`config.mk`:
```
export PLATFORM = sky130hd
export DESIGN_NAME = seg_scan_sched
export DESIGN_NICKNAME = d
export VERILOG_FILES = /design/src/rtl/seg_scan_sched.sv
export SDC_FILE = /design/constraint.sdc
export NUM_CORES = 1
export LEC_CHECK = 0
export CAP_MARGIN = 30
export CORE_MARGIN = 2
export CORE_UTILIZATION = 50
export CTS_BUF_LIST = sky130_fd_sc_hd__clkbuf_16
export CTS_CLUSTER_DIAMETER = 50
export DETAILED_ROUTE_END_ITERATION = 10
export PLACE_DENSITY = 0.69
export SYNTH_ARGS = -nofsm -noshare
export SYNTH_HDL_FRONTEND = slang
export SYNTH_SLANG_ARGS = --single-unit
```
`constraint.sdc`:
```
create_clock -name CLK -period 2.3 [get_ports CLK]
set_input_delay 0.345 -clock CLK [delete_from_list [all_inputs] [get_ports CLK]]
set_output_delay 0.345 -clock CLK [all_outputs]
set_load 0.01 [all_outputs]
```
`src/rtl/seg_scan_sched.sv`:
```
// seg_scan_sched -- scan scheduler for an 8-digit multiplexed seven-segment
// display. Client writes land in a shadow buffer. A commit copies shadow to
// active only at the frame boundary, which is the last SHOW cycle of digit 7.
// Optional build macro: SEG_DIM_EN enables per-visit PWM dimming via brightness.
module seg_scan_sched #(
    parameter int DWELL = 1000,
    parameter int BLANK = 50
) (
    input  logic       CLK,
    input  logic       N_Reset,
    input  logic       wr_en,
    input  logic [2:0] wr_addr,
    input  logic [7:0] wr_data,
    input  logic       commit,
    input  logic [2:0] brightness,
    output logic       busy,
    output logic       commit_ack,
    output logic       frame_tick,
    output logic [7:0] SEG_COM,
    output logic [7:0] SEG_DATA
);

    typedef enum logic {
        ST_BLANK = 1'b0,
        ST_SHOW  = 1'b1
    } state_t;

    localparam int CNT_MAX = (DWELL > BLANK) ? DWELL : BLANK;
    localparam int CW      = (CNT_MAX > 1) ? $clog2(CNT_MAX) : 1;
    localparam logic [CW-1:0] DWELL_LAST = CW'(DWELL - 1);
    localparam logic [CW-1:0] BLANK_LAST = CW'((BLANK > 0) ? (BLANK - 1) : 0);
    // With no blank phase, the scan starts directly in SHOW of digit 0.
    // Its first cycle after reset is dark because the outputs still hold
    // their reset values, but the frame timing is unchanged.
    localparam state_t RESET_ST = (BLANK > 0) ? ST_BLANK : ST_SHOW;

    state_t      state_r, state_nx_s;
    logic [2:0]  idx_r, idx_nx_s;
    logic [CW-1:0] cnt_r, cnt_nx_s;

    logic [7:0]  shadow_r    [8];
    logic [7:0]  active_r    [8];
    logic [7:0]  active_nx_s [8];

    logic        pending_r;
    logic        tick_r;
    logic [7:0]  com_r;
    logic [7:0]  data_r;

    logic        copy_s;
    logic        lit_nx_s;
    logic        tick_nx_s;
    logic [7:0]  com_nx_s;
    logic [7:0]  data_nx_s;

    // tick_r is high exactly during the boundary cycle. A commit arriving in
    // that cycle is applied in the same cycle.
    assign copy_s     = tick_r & (pending_r | commit);

    assign busy       = pending_r;
    assign frame_tick = tick_r;
    // The only combinational input-to-output path: a commit raised in the
    // boundary cycle must be acknowledged in the cycle that applies it.
    assign commit_ack = copy_s;
    assign SEG_COM    = com_r;
    assign SEG_DATA   = data_r;

    // Next scan position: BLANK/SHOW phase, digit index and phase cycle count.
    always_comb begin
        state_nx_s = state_r;
        idx_nx_s   = idx_r;
        cnt_nx_s   = cnt_r + CW'(1);
        case (state_r)
            ST_BLANK: begin
                if (cnt_r == BLANK_LAST) begin
                    state_nx_s = ST_SHOW;
                    cnt_nx_s   = '0;
                end else begin
                    state_nx_s = ST_BLANK;
                end
            end
            ST_SHOW: begin
                if (cnt_r == DWELL_LAST) begin
                    idx_nx_s   = idx_r + 3'd1;
                    cnt_nx_s   = '0;
                    state_nx_s = (BLANK > 0) ? ST_BLANK : ST_SHOW;
                end else begin
                    state_nx_s = ST_SHOW;
                end
            end
            default: begin
                state_nx_s = RESET_ST;
                idx_nx_s   = 3'd0;
                cnt_nx_s   = '0;
            end
        endcase
    end

    // Active contents as seen from the next cycle, so a digit 0 lit right
    // after the boundary already shows freshly committed data.
    always_comb begin
        if (copy_s) begin
            active_nx_s = shadow_r;
        end else begin
            active_nx_s = active_r;
        end
    end

`ifdef SEG_DIM_EN
    logic [2:0]  bright_r;
    logic [2:0]  bright_eff_s;
    logic [31:0] lit_lim_s;

    // Digit is lit only for the first (brightness+1)/8 of each visit.
    // Brightness is latched on SHOW entry.
    always_comb begin
        if ((state_nx_s == ST_SHOW) && (cnt_nx_s == '0)) begin
            bright_eff_s = brightness;
        end else begin
            bright_eff_s = bright_r;
        end
        lit_lim_s = ((32'(bright_eff_s) + 32'd1) * 32'(DWELL)) >> 3;
        lit_nx_s  = (state_nx_s == ST_SHOW) && (32'(cnt_nx_s) < lit_lim_s);
    end

    // Hold the brightness sampled at SHOW entry for the rest of the visit.
    always_ff @(posedge CLK or negedge N_Reset) begin
        if (!N_Reset) begin
            bright_r <= 3'd0;
        end else begin
            bright_r <= bright_eff_s;
        end
    end
`else
    logic unused_brightness_s;
    assign unused_brightness_s = ^brightness;

    // Without dimming every SHOW cycle is fully lit.
    always_comb begin
        lit_nx_s = (state_nx_s == ST_SHOW);
    end
`endif

    // Output values for the next cycle, derived from the next scan position.
    always_comb begin
        tick_nx_s = (state_nx_s == ST_SHOW) && (idx_nx_s == 3'd7) &&
                    (cnt_nx_s == DWELL_LAST);
        if (lit_nx_s) begin
            com_nx_s  = ~(8'd1 << idx_nx_s);
            data_nx_s = active_nx_s[idx_nx_s];
        end else begin
            com_nx_s  = 8'hFF;
            data_nx_s = 8'h00;
        end
    end

    // Scan position registers.
    always_ff @(posedge CLK or negedge N_Reset) begin
        if (!N_Reset) begin
            state_r <= RESET_ST;
            idx_r   <= 3'd0;
            cnt_r   <= '0;
        end else begin
            state_r <= state_nx_s;
            idx_r   <= idx_nx_s;
            cnt_r   <= cnt_nx_s;
        end
    end

    // Shadow buffer: client writes only.
    always_ff @(posedge CLK or negedge N_Reset) begin
        if (!N_Reset) begin
            for (int i = 0; i < 8; i++) begin
                shadow_r[i] <= 8'h00;
            end
        end else if (wr_en) begin
            shadow_r[wr_addr] <= wr_data;
        end else begin
            shadow_r <= shadow_r;
        end
    end

    // Active buffer: loaded from the pre-edge shadow only at the frame boundary.
    always_ff @(posedge CLK or negedge N_Reset) begin
        if (!N_Reset) begin
            for (int i = 0; i < 8; i++) begin
                active_r[i] <= 8'h00;
            end
        end else begin
            active_r <= active_nx_s;
        end
    end

    // Pending commit flag. Repeated commits merge, and the flag clears on copy.
    always_ff @(posedge CLK or negedge N_Reset) begin
        if (!N_Reset) begin
            pending_r <= 1'b0;
        end else if (copy_s) begin
            pending_r <= 1'b0;
        end else if (commit) begin
            pending_r <= 1'b1;
        end else begin
            pending_r <= pending_r;
        end
    end

    // Registered display outputs and frame tick.
    always_ff @(posedge CLK or negedge N_Reset) begin
        if (!N_Reset) begin
            com_r  <= 8'hFF;
            data_r <= 8'h00;
            tick_r <= 1'b0;
        end else begin
            com_r  <= com_nx_s;
            data_r <= data_nx_s;
            tick_r <= tick_nx_s;
        end
    end

endmodule
```
## Word level (Yosys, flattened, before mapping)

Cells that the tools add are included.

- Reduce and logical (&&, ||, !) cells: 4
- Muxes and demuxes: 19
- Bitwise operators: 6
- Equality and inequality tests: 4
- Add/sub/neg operators: 2
- Shift operators: 1
- $lt $le $gt $ge: 3

Operators by type and width:

| cell | number |
|---|---|
| $bwmux W64 | 1 |
| $mux W64 | 1 |
| $mux W8 | 5 |
| $bmux W8 S3 | 1 |
| $demux W8 S3 | 1 |
| $eq A10 B10 Y1 const B | 2 |
| $mux W10 | 2 |
| $pmux W10 S2 | 1 |
| $add A10 B1 Y10 const B | 1 |
| $eq A10 B6 Y1 const B | 1 |
| $ge A4 B4 Y1 const B | 2 |
| $not A3 Y4 | 2 |
| $not A8 Y8 | 1 |
| $shl A1 B3 Y8 const A | 1 |
| $mux W3 | 2 |
| $lt A4 B1 Y1 const B | 1 |
| $mux W1 | 4 |
| $add A3 B1 Y3 const B | 1 |
| $eq A3 B3 Y1 const B | 1 |
| $logic_and A1 B1 Y1 | 3 |
| $pmux W1 S2 | 1 |
| $reduce_bool A2 Y1 | 1 |
| $and A1 B1 Y1 | 1 |
| $not A1 Y1 | 1 |
| $or A1 B1 Y1 | 1 |

- Output and inout port bits: 19
- Bits in registers: 160
- Logic and storage cells: 62
- Bits of input ports: 18

## Logic depth before layout (Yosys ltp)

Gate-level depths: netlist of run 1.

- Depth in word-level cells: 8
- Depth in mapped cells: 8

## Worst setup path before layout of run 1

No wires, ideal clock.

- Path type: reg2reg
- Start: register idx_r[0]
- End: register data_r[7] (netlist: SEG_DATA[7])
- Path buffers: 2
- Arrival: 1.888 ns
- Stages on the path, launching flop included: 9
- Required time: 2.173 ns
- Period minus slack after synthesis: 2.015 ns
- Slack: 0.285 ns
- Path through: dfrtp_1 -> ha_1 -> clkbuf_1 -> nand2b_1 -> nor4_1 -> buf_2 -> a221oi_1 -> o211ai_1 -> o22ai_1

- Word-level cells in the longest chain between the ends: 8

RTL lines:

| what | line | source |
|---|---|---|
| start, declared | 38 | `logic [2:0] idx_r, idx_nx_s;` |
| start signal, assigned | 165 | `idx_r <= idx_nx_s;` |
| $add A3 B1 Y3 | 84 | `idx_nx_s = idx_r + 3'd1;` |
| $mux W3 | 83 | `if (cnt_r == DWELL_LAST) begin` |
| $mux W3 * | 73 | `case (state_r)` |
| $not A3 Y4 (implied by the code) * | 150 | `data_nx_s = active_nx_s[idx_nx_s];` |
| $bmux W8 S3 * | 150 |  |
| $mux W8 (implied by the code) * (2 in series) | 150 |  |
| $mux W8 * | 148 | `if (lit_nx_s) begin` |
| named net data_nx_s[7] | 54 | `logic [7:0] data_nx_s;` |
| end signal, assigned | 215 | `data_r <= data_nx_s;` |
| end, declared | 48 | `logic [7:0] data_r;` |

The timed path passes the listed nets; every way through them passes the cells marked *. The select of a mux whose other input is x is not followed.
A chain may end at the register's enable or synchronous reset.

## Worst setup path in the final report of run 1

- Start: register cnt_r[0]
- End: register data_r[4] (netlist: SEG_DATA[4])

- Word-level cells in the longest chain between the ends: 8

RTL lines:

| what | line | source |
|---|---|---|
| start, declared | 39 | `logic [CW-1:0] cnt_r, cnt_nx_s;` |
| start signal, assigned | 166 | `cnt_r <= cnt_nx_s;` |
| $eq A10 B10 Y1 | 83 |  |
| $mux W3 | 83 |  |
| $mux W3 | 73 |  |
| $not A3 Y4 (implied by the code) | 150 |  |
| $bmux W8 S3 | 150 |  |
| $mux W8 (implied by the code) (2 in series) | 150 |  |
| $mux W8 * | 148 |  |
| named net data_nx_s[4] | 54 |  |

Marked as above.

==> flow_summary.toml, run 1 <==
[run_status]
outcome = "finished, final reports clean"

[placement]
dp_slack_ps = -19.9
port_buffers = 33
gp_congestion = 0.793
hpwlAfterDp_mm = 10.4

[floorplan]
die_x_um = 125
die_area_mm2 = 0.0157
start_util_pct = 50.9
die_y_um = 125
core_mm2 = 0.0145
io-pin-count = 37
std_cell_rows = 44

[logic_synthesis]
netlist_instances = 583
syn-num-nets = 604
yosysTopAreaCell = "dfrtp_1"
avgSynthCellArea_um2 = 12.6
synth_compound_area_share_pct = 9.66
yosysTopAreaCellShare_pct = 51.6
synth-adder-area-share_pct = 0.509
ys_seq_area_share_pct = 54.4
synth_edf_count = 0
synth_top_family_by_area = "multiplexers"
synth_mux_area_share_pct = 22.2
async_flop_share_pct = 100
synthSimpleGateAreaFrac_pct = 6.36
yosys_warnings = 0
yosysUniqueCellTypes = 50
synthFlopType = "dfrtp_1"
synthXorXnorAreaFrac_pct = 1.17
synth_seq_cells = 160
netlist_area_mm2 = 0.00737
synthTopCellsByArea = "dfrtp_1, mux2_2, mux2i_1"

[worst_setup_path]
cp_cell_sequence = "ha_2, nand4_2, buf_4, nor4_4, buf_12, a221oi_1, o211ai_1, o22ai_1"
crit_start = "cnt_r[0]"
r2r-start = "cnt_r[0]"
worst-path-max-fanout = 29
slowest_delay_ps = 410
cp_top_family = "compound AO/OA/AOI/OAI gates"
cp-end-kind = "flip-flop"
cp-start-kind = "flip-flop"
required_ps = 2590
slowest_stage = "dfrtp_1"
crit_type = "flip-flop to flip-flop"
crit_buf_inv = 2
arrival_ps = 2470

[sta]
period_needed_ps = 2180
finalWorstSetupSlack_ps = 119
period_share_pct = 94.8
fmax_mhz = 458
hold_viol = 0
rsz0062_at_grt = "true"
setup_viol = 0
fin_setup_tns_ps = 0
worstMarginPinSlew_ps = 453
skew_ps = 6.90
relSlewSlack_pct = 69.5
finalMaxSlewViolations = 0

[routing]
via_count = 4934
drcViolationCount = 0
totalWireLength_mm = 16.0
wire_per_inst_um = 19.0
firstDrtPassIters = 4
viasPerCell = 5.86
drtAntennaViolNets = 0
drtIter0Drc = 398

[finish]
antenna_cells = 0
drive_above_1_share_pct = 28.4
fill_cells = 1095
nNetsFinal = 666
syn_to_final_growth_pct = 19.9

[global_route]
grt_pass1_vias = 4983
grt_max_degree = 65
grt_use_total_pct = 21.2
grt-ovfl-total = 0
grt_pass1_wl_mm = 26.2
antenna_found_initial = 0

[clock_network]
worstSkewPairLatency_ps = 420
ctsRootBufferMaster = "clkbuf_16"
cts_buffers = 17
clock-sinks = 160
cts_tree = "yes"
path_clk_slew_ps = 60
clockBufferDepth = 2
ctsHtreeMaxLevel = 4

[pwr]
leakagePower_nw = 4.72
ir_drop_uv = 586
powerDensity_mw_per_mm2 = 694
total_power_mw = 6.13

[run]
drv_cap = 0

[hold_path]
hp-class = "input port to async pin"
==> sequential cells by signal, summed over array words and instances (netlist names) <==
signal,count
SEG_COM,8
SEG_DATA,8
active_r,64
busy,1
cnt_r,10
frame_tick,1
idx_r,3
shadow_r,64
state_r,1
==> cell usage after synthesis (2+ instances only) <==
| library cell | count |
|---|---|
| xor2_1 | 2 |
| a21oi_1 | 2 |
| nand2_1 | 22 |
| nor3b_2 | 2 |
| dfrtp_1 | 152 |
| mux2i_1 | 60 |
| inv_1 | 60 |
| xnor2_1 | 6 |
| ha_1 | 3 |
| buf_2 | 14 |
| buf_6 | 4 |
| nand3_1 | 2 |
| a221oi_2 | 3 |
| o211ai_1 | 10 |
| nor2_1 | 31 |
| clkbuf_1 | 17 |
| o22ai_1 | 6 |
| mux2_2 | 76 |
| nand4_1 | 4 |
| o32ai_1 | 3 |
| nand2b_1 | 2 |
| mux4_2 | 8 |
| a221oi_1 | 53 |
| and3_1 | 4 |
| nor4_1 | 3 |
| dfstp_2 | 8 |
| nand4b_1 | 3 |
==> repair_timing <==
item,CTS,global route
buffers inserted,0,1
gates resized for setup,0,5
hold endpoints to repair,44,0
hold buffers,1,0
endpoints found under the setup margin,0,12
==> metal layers <==
| layer | vias to the layer above | GRT usage [%] | part of all wire (%) |
|---|---|---|---|
| met5 | - | 0 | 0 |
| met4 | 0 | 8.82 | 2.1 |
| met3 | 28 | 3.64 | 3.0 |
| met2 | 86 | 34.2 | 50 |
| met1 | 2571 | 28.7 | 45 |
| li1 | 2249 | - | - |
==> cells in the final DEF (no fill, tap or decap), types with 3 or more instances in the layout <==
cell type and n:
buf_4 32, clkinv_1 3, o211ai_1 10, mux2i_1 60, inv_1 62, nand2_1 22
and3_1 4, nor2_1 31, nor4_4 3, xnor2_1 6, clkbuf_16 17, dfrtp_1 152
clkdlybuf4s50_1 32, nand4_1 4, mux2_2 76, buf_12 12, mux4_2 8, nand4b_1 3
a221oi_1 53, dfstp_2 8, a221oi_2 3, o22ai_1 6, clkinv_2 8
==> power by group <==
part           internal [mW]  leakage (nW)  switching [mW]
Combinational          0.243          2.39           0.162
Clock                   1.46         0.270            1.07
Sequential              3.06          2.06           0.140
Total                   4.76          4.72            1.37
==> cell type report <==
| cell class | count | area, um2 | share of cell area (%) |
|---|---|---|---|
| Sequential cell | 160 | 4010 | 45.4 |
| Clock inverter | 15 | 104 | 1.17 |
| Tap cell | 184 | 230 | 2.60 |
| Inverter | 62 | 234 | 2.65 |
| Multi-Input combinational cell | 325 | 3000 | 33.9 |
| Timing Repair Buffer | 79 | 833 | 9.43 |
| Clock buffer | 17 | 425 | 4.81 |
==> final timing paths <==
path | end | slack [ps] | cells past startpoint
min reg2reg | shadow_r[8] | 500 | 1
max reg2reg | SEG_DATA[4] | 120 | 8
min in group CLK | shadow_r[8] | 500 | 1
max | SEG_DATA[4] | 120 | 8
max in group asynchronous | SEG_COM[1] | 1180 | 3
min | shadow_r[3] | 430 | 2
==> kinds of logic (layout without fill, tap and decap cells) <==
family | Yosys count | count (layout)
multiplexers | 144 | 144
buffers and inverters | 98 | 173
adder cells (fa/ha/maj) | 3 | 3
flip-flops | 160 | 160
XOR/XNOR | 9 | 9
AO/OA/AOI/OAI | 84 | 84
AND/OR/NAND/NOR | 85 | 85
==> per-stage QoR <==
stage / area, um2 / instances / hold WS (ps) / utilization [%]
floorplan: 7370 / 583 / 49.4 / -
global placement: 8270 / 808 / 303 / 57.1
detailed placement: 8270 / 808 / 313 / 57.1
CTS: 8800 / 841 / 437 / 60.8
global route: 8840 / 842 / 454 / 61.0
finish: 8840 / 842 / 428 / 61.0
(Power assumes the default switching activity.)
==> run 2: changes to the inputs <==
Settings changed: CORE_ASPECT_RATIO set to 0.8.
==> flow_summary.toml, run 2 (synthesized netlist as in run 1, its figures left out) <==
[run_status]
outcome = "finished, final reports clean"

[global_route]
grt_use_total_pct = 22.1
grt-ovfl-total = 0
antenna_found_initial = 0
grt_max_degree = 61
grt_pass1_vias = 5068
grt_pass1_wl_mm = 26.9

[worst_setup_path]
arrival_ps = 1870
cp-end-kind = "output pin"
r2r-start = "busy"
r2r_end = "SEG_DATA[0]"
reg2regPathDepth = 8
r2r_slack_ps = 80
required_ps = 1960
worst-path-max-fanout = 17
cp-start-kind = "flip-flop"
crit_type = "flip-flop to output pin"

[pwr]
ir_drop_uv = 556
internal_power_mw = 4.76
power_frac_seq_pct = 52.4
leakagePower_nw = 4.70
p_clk_share_pct = 41.1
powerDensity_mw_per_mm2 = 690
netSwitchingPower_mw = 1.36
total_power_mw = 6.12
p_sw_share_pct = 22.2
combPwrFrac_pct = 6.5

[finish]
fin_util_pct = 61.8
layoutNonFillerInstCount = 847
reg.largest.list = "active_r x64, shadow_r x64, cnt_r x10"
final_cell_area_mm2 = 0.00886
drive_above_1_share_pct = 29.0
final_common_cell = "dfrtp_1"
syn_to_final_growth_pct = 20.2
nNetsFinal = 671
antenna_cells = 0
layout_common_cells = "dfrtp_1, mux2_2, inv_1"

[routing]
wire_per_inst_um = 19.0
firstDrtPassIters = 5
via_count = 4932
viasPerCell = 5.82
drcViolationCount = 0
drtIter0Drc = 356
totalWireLength_mm = 16.1
drtAntennaViolNets = 0

[floorplan]
start_util_pct = 51.4
core_mm2 = 0.0143
io-pin-count = 37
die_x_um = 140
die_area_mm2 = 0.0157
std_cell_rows = 39
die_y_um = 113

[clock_network]
worstSkewPairLatency_ps = 420
ctsRootBufferMaster = "clkbuf_16"
clockBufferDepth = 2
cts_buffers = 17
path_clk_slew_ps = 60
ctsHtreeMaxLevel = 4
cts_tree = "yes"
clock-sinks = 160

[sta]
finalMaxSlewViolations = 0
fin_setup_tns_ps = 0
holdWs_ps = 433
worstMarginPinSlew_ps = 603
relSlewSlack_pct = 59.6
setup_viol = 0
skew_ps = 9.92
period_needed_ps = 2220
period_share_pct = 96.5
rsz0062_at_grt = "false"
hold_viol = 0
finalWorstSetupSlack_ps = 81.2
fmax_mhz = 451

[placement]
gp_congestion = 0.812
dp_slack_ps = -128
dpl_cell_area_mm2 = 0.00824
port_buffers = 33
place_inst = 811
hpwlAfterDp_mm = 10.5

[hold_path]
hp-class = "input port to async pin"

[run]
drv_cap = 0
## run 2: worst max path at each step
stage,from,end,slack [ps]
after floorplan,idx_r[0],SEG_DATA[7],280
after global placement,commit,SEG_DATA[0],-50
after detailed placement,commit,SEG_DATA[0],-130
after CTS,cnt_r[0],SEG_DATA[1],60
after global routing,busy,SEG_DATA[4],1
final,busy,commit_ack,80
## run 2: timing repair
item,4_1_cts,5_1_grt
setup buffers,2,0
hold endpoints to repair,49,0
setup endpoints to repair,1,11
cloned,1,0
pin swaps,1,0
resized for setup,0,7
hold buffers,1,0
## run 2: layer usage
metal | global-route usage [%] | share of wire (%)
met1 | 31.6 | 46
met2 | 34.0 | 46
met3 | 4.82 | 7.1
met4 | 7.13 | 1.1
met5 | 0 | 0
## run 2: final cells by class
cell class,instances,area [um2]
clock buffer,17,425
tap,184,230
clock inverter,15,108
timing repair buffer,84,846
multi-input combinational,325,3010
sequential,160,4010
fill,1111,5480
inverter,62,234
## run 2: power groups by stage
| stage | clock network [mW] | registers [mW] | logic (mW) |
|---|---|---|---|
| after CTS | 2.56 | 3.20 | 0.408 |
| after global routing | 2.70 | 3.24 | 0.439 |
| after global placement | 0 | 3.23 | 0.384 |
| after floorplan | 0 | 3.21 | 0.261 |
| final | 2.51 | 3.21 | 0.398 |
| after detailed placement | 0 | 3.25 | 0.405 |
## run 2: worst max-delay path, stage by stage, from the launching register on
cell and delay (ps):
dfrtp_1 420, o21ai_4 210, buf_12 150, buf_12 150
inv_1 50, clkdlybuf4s50_1 470
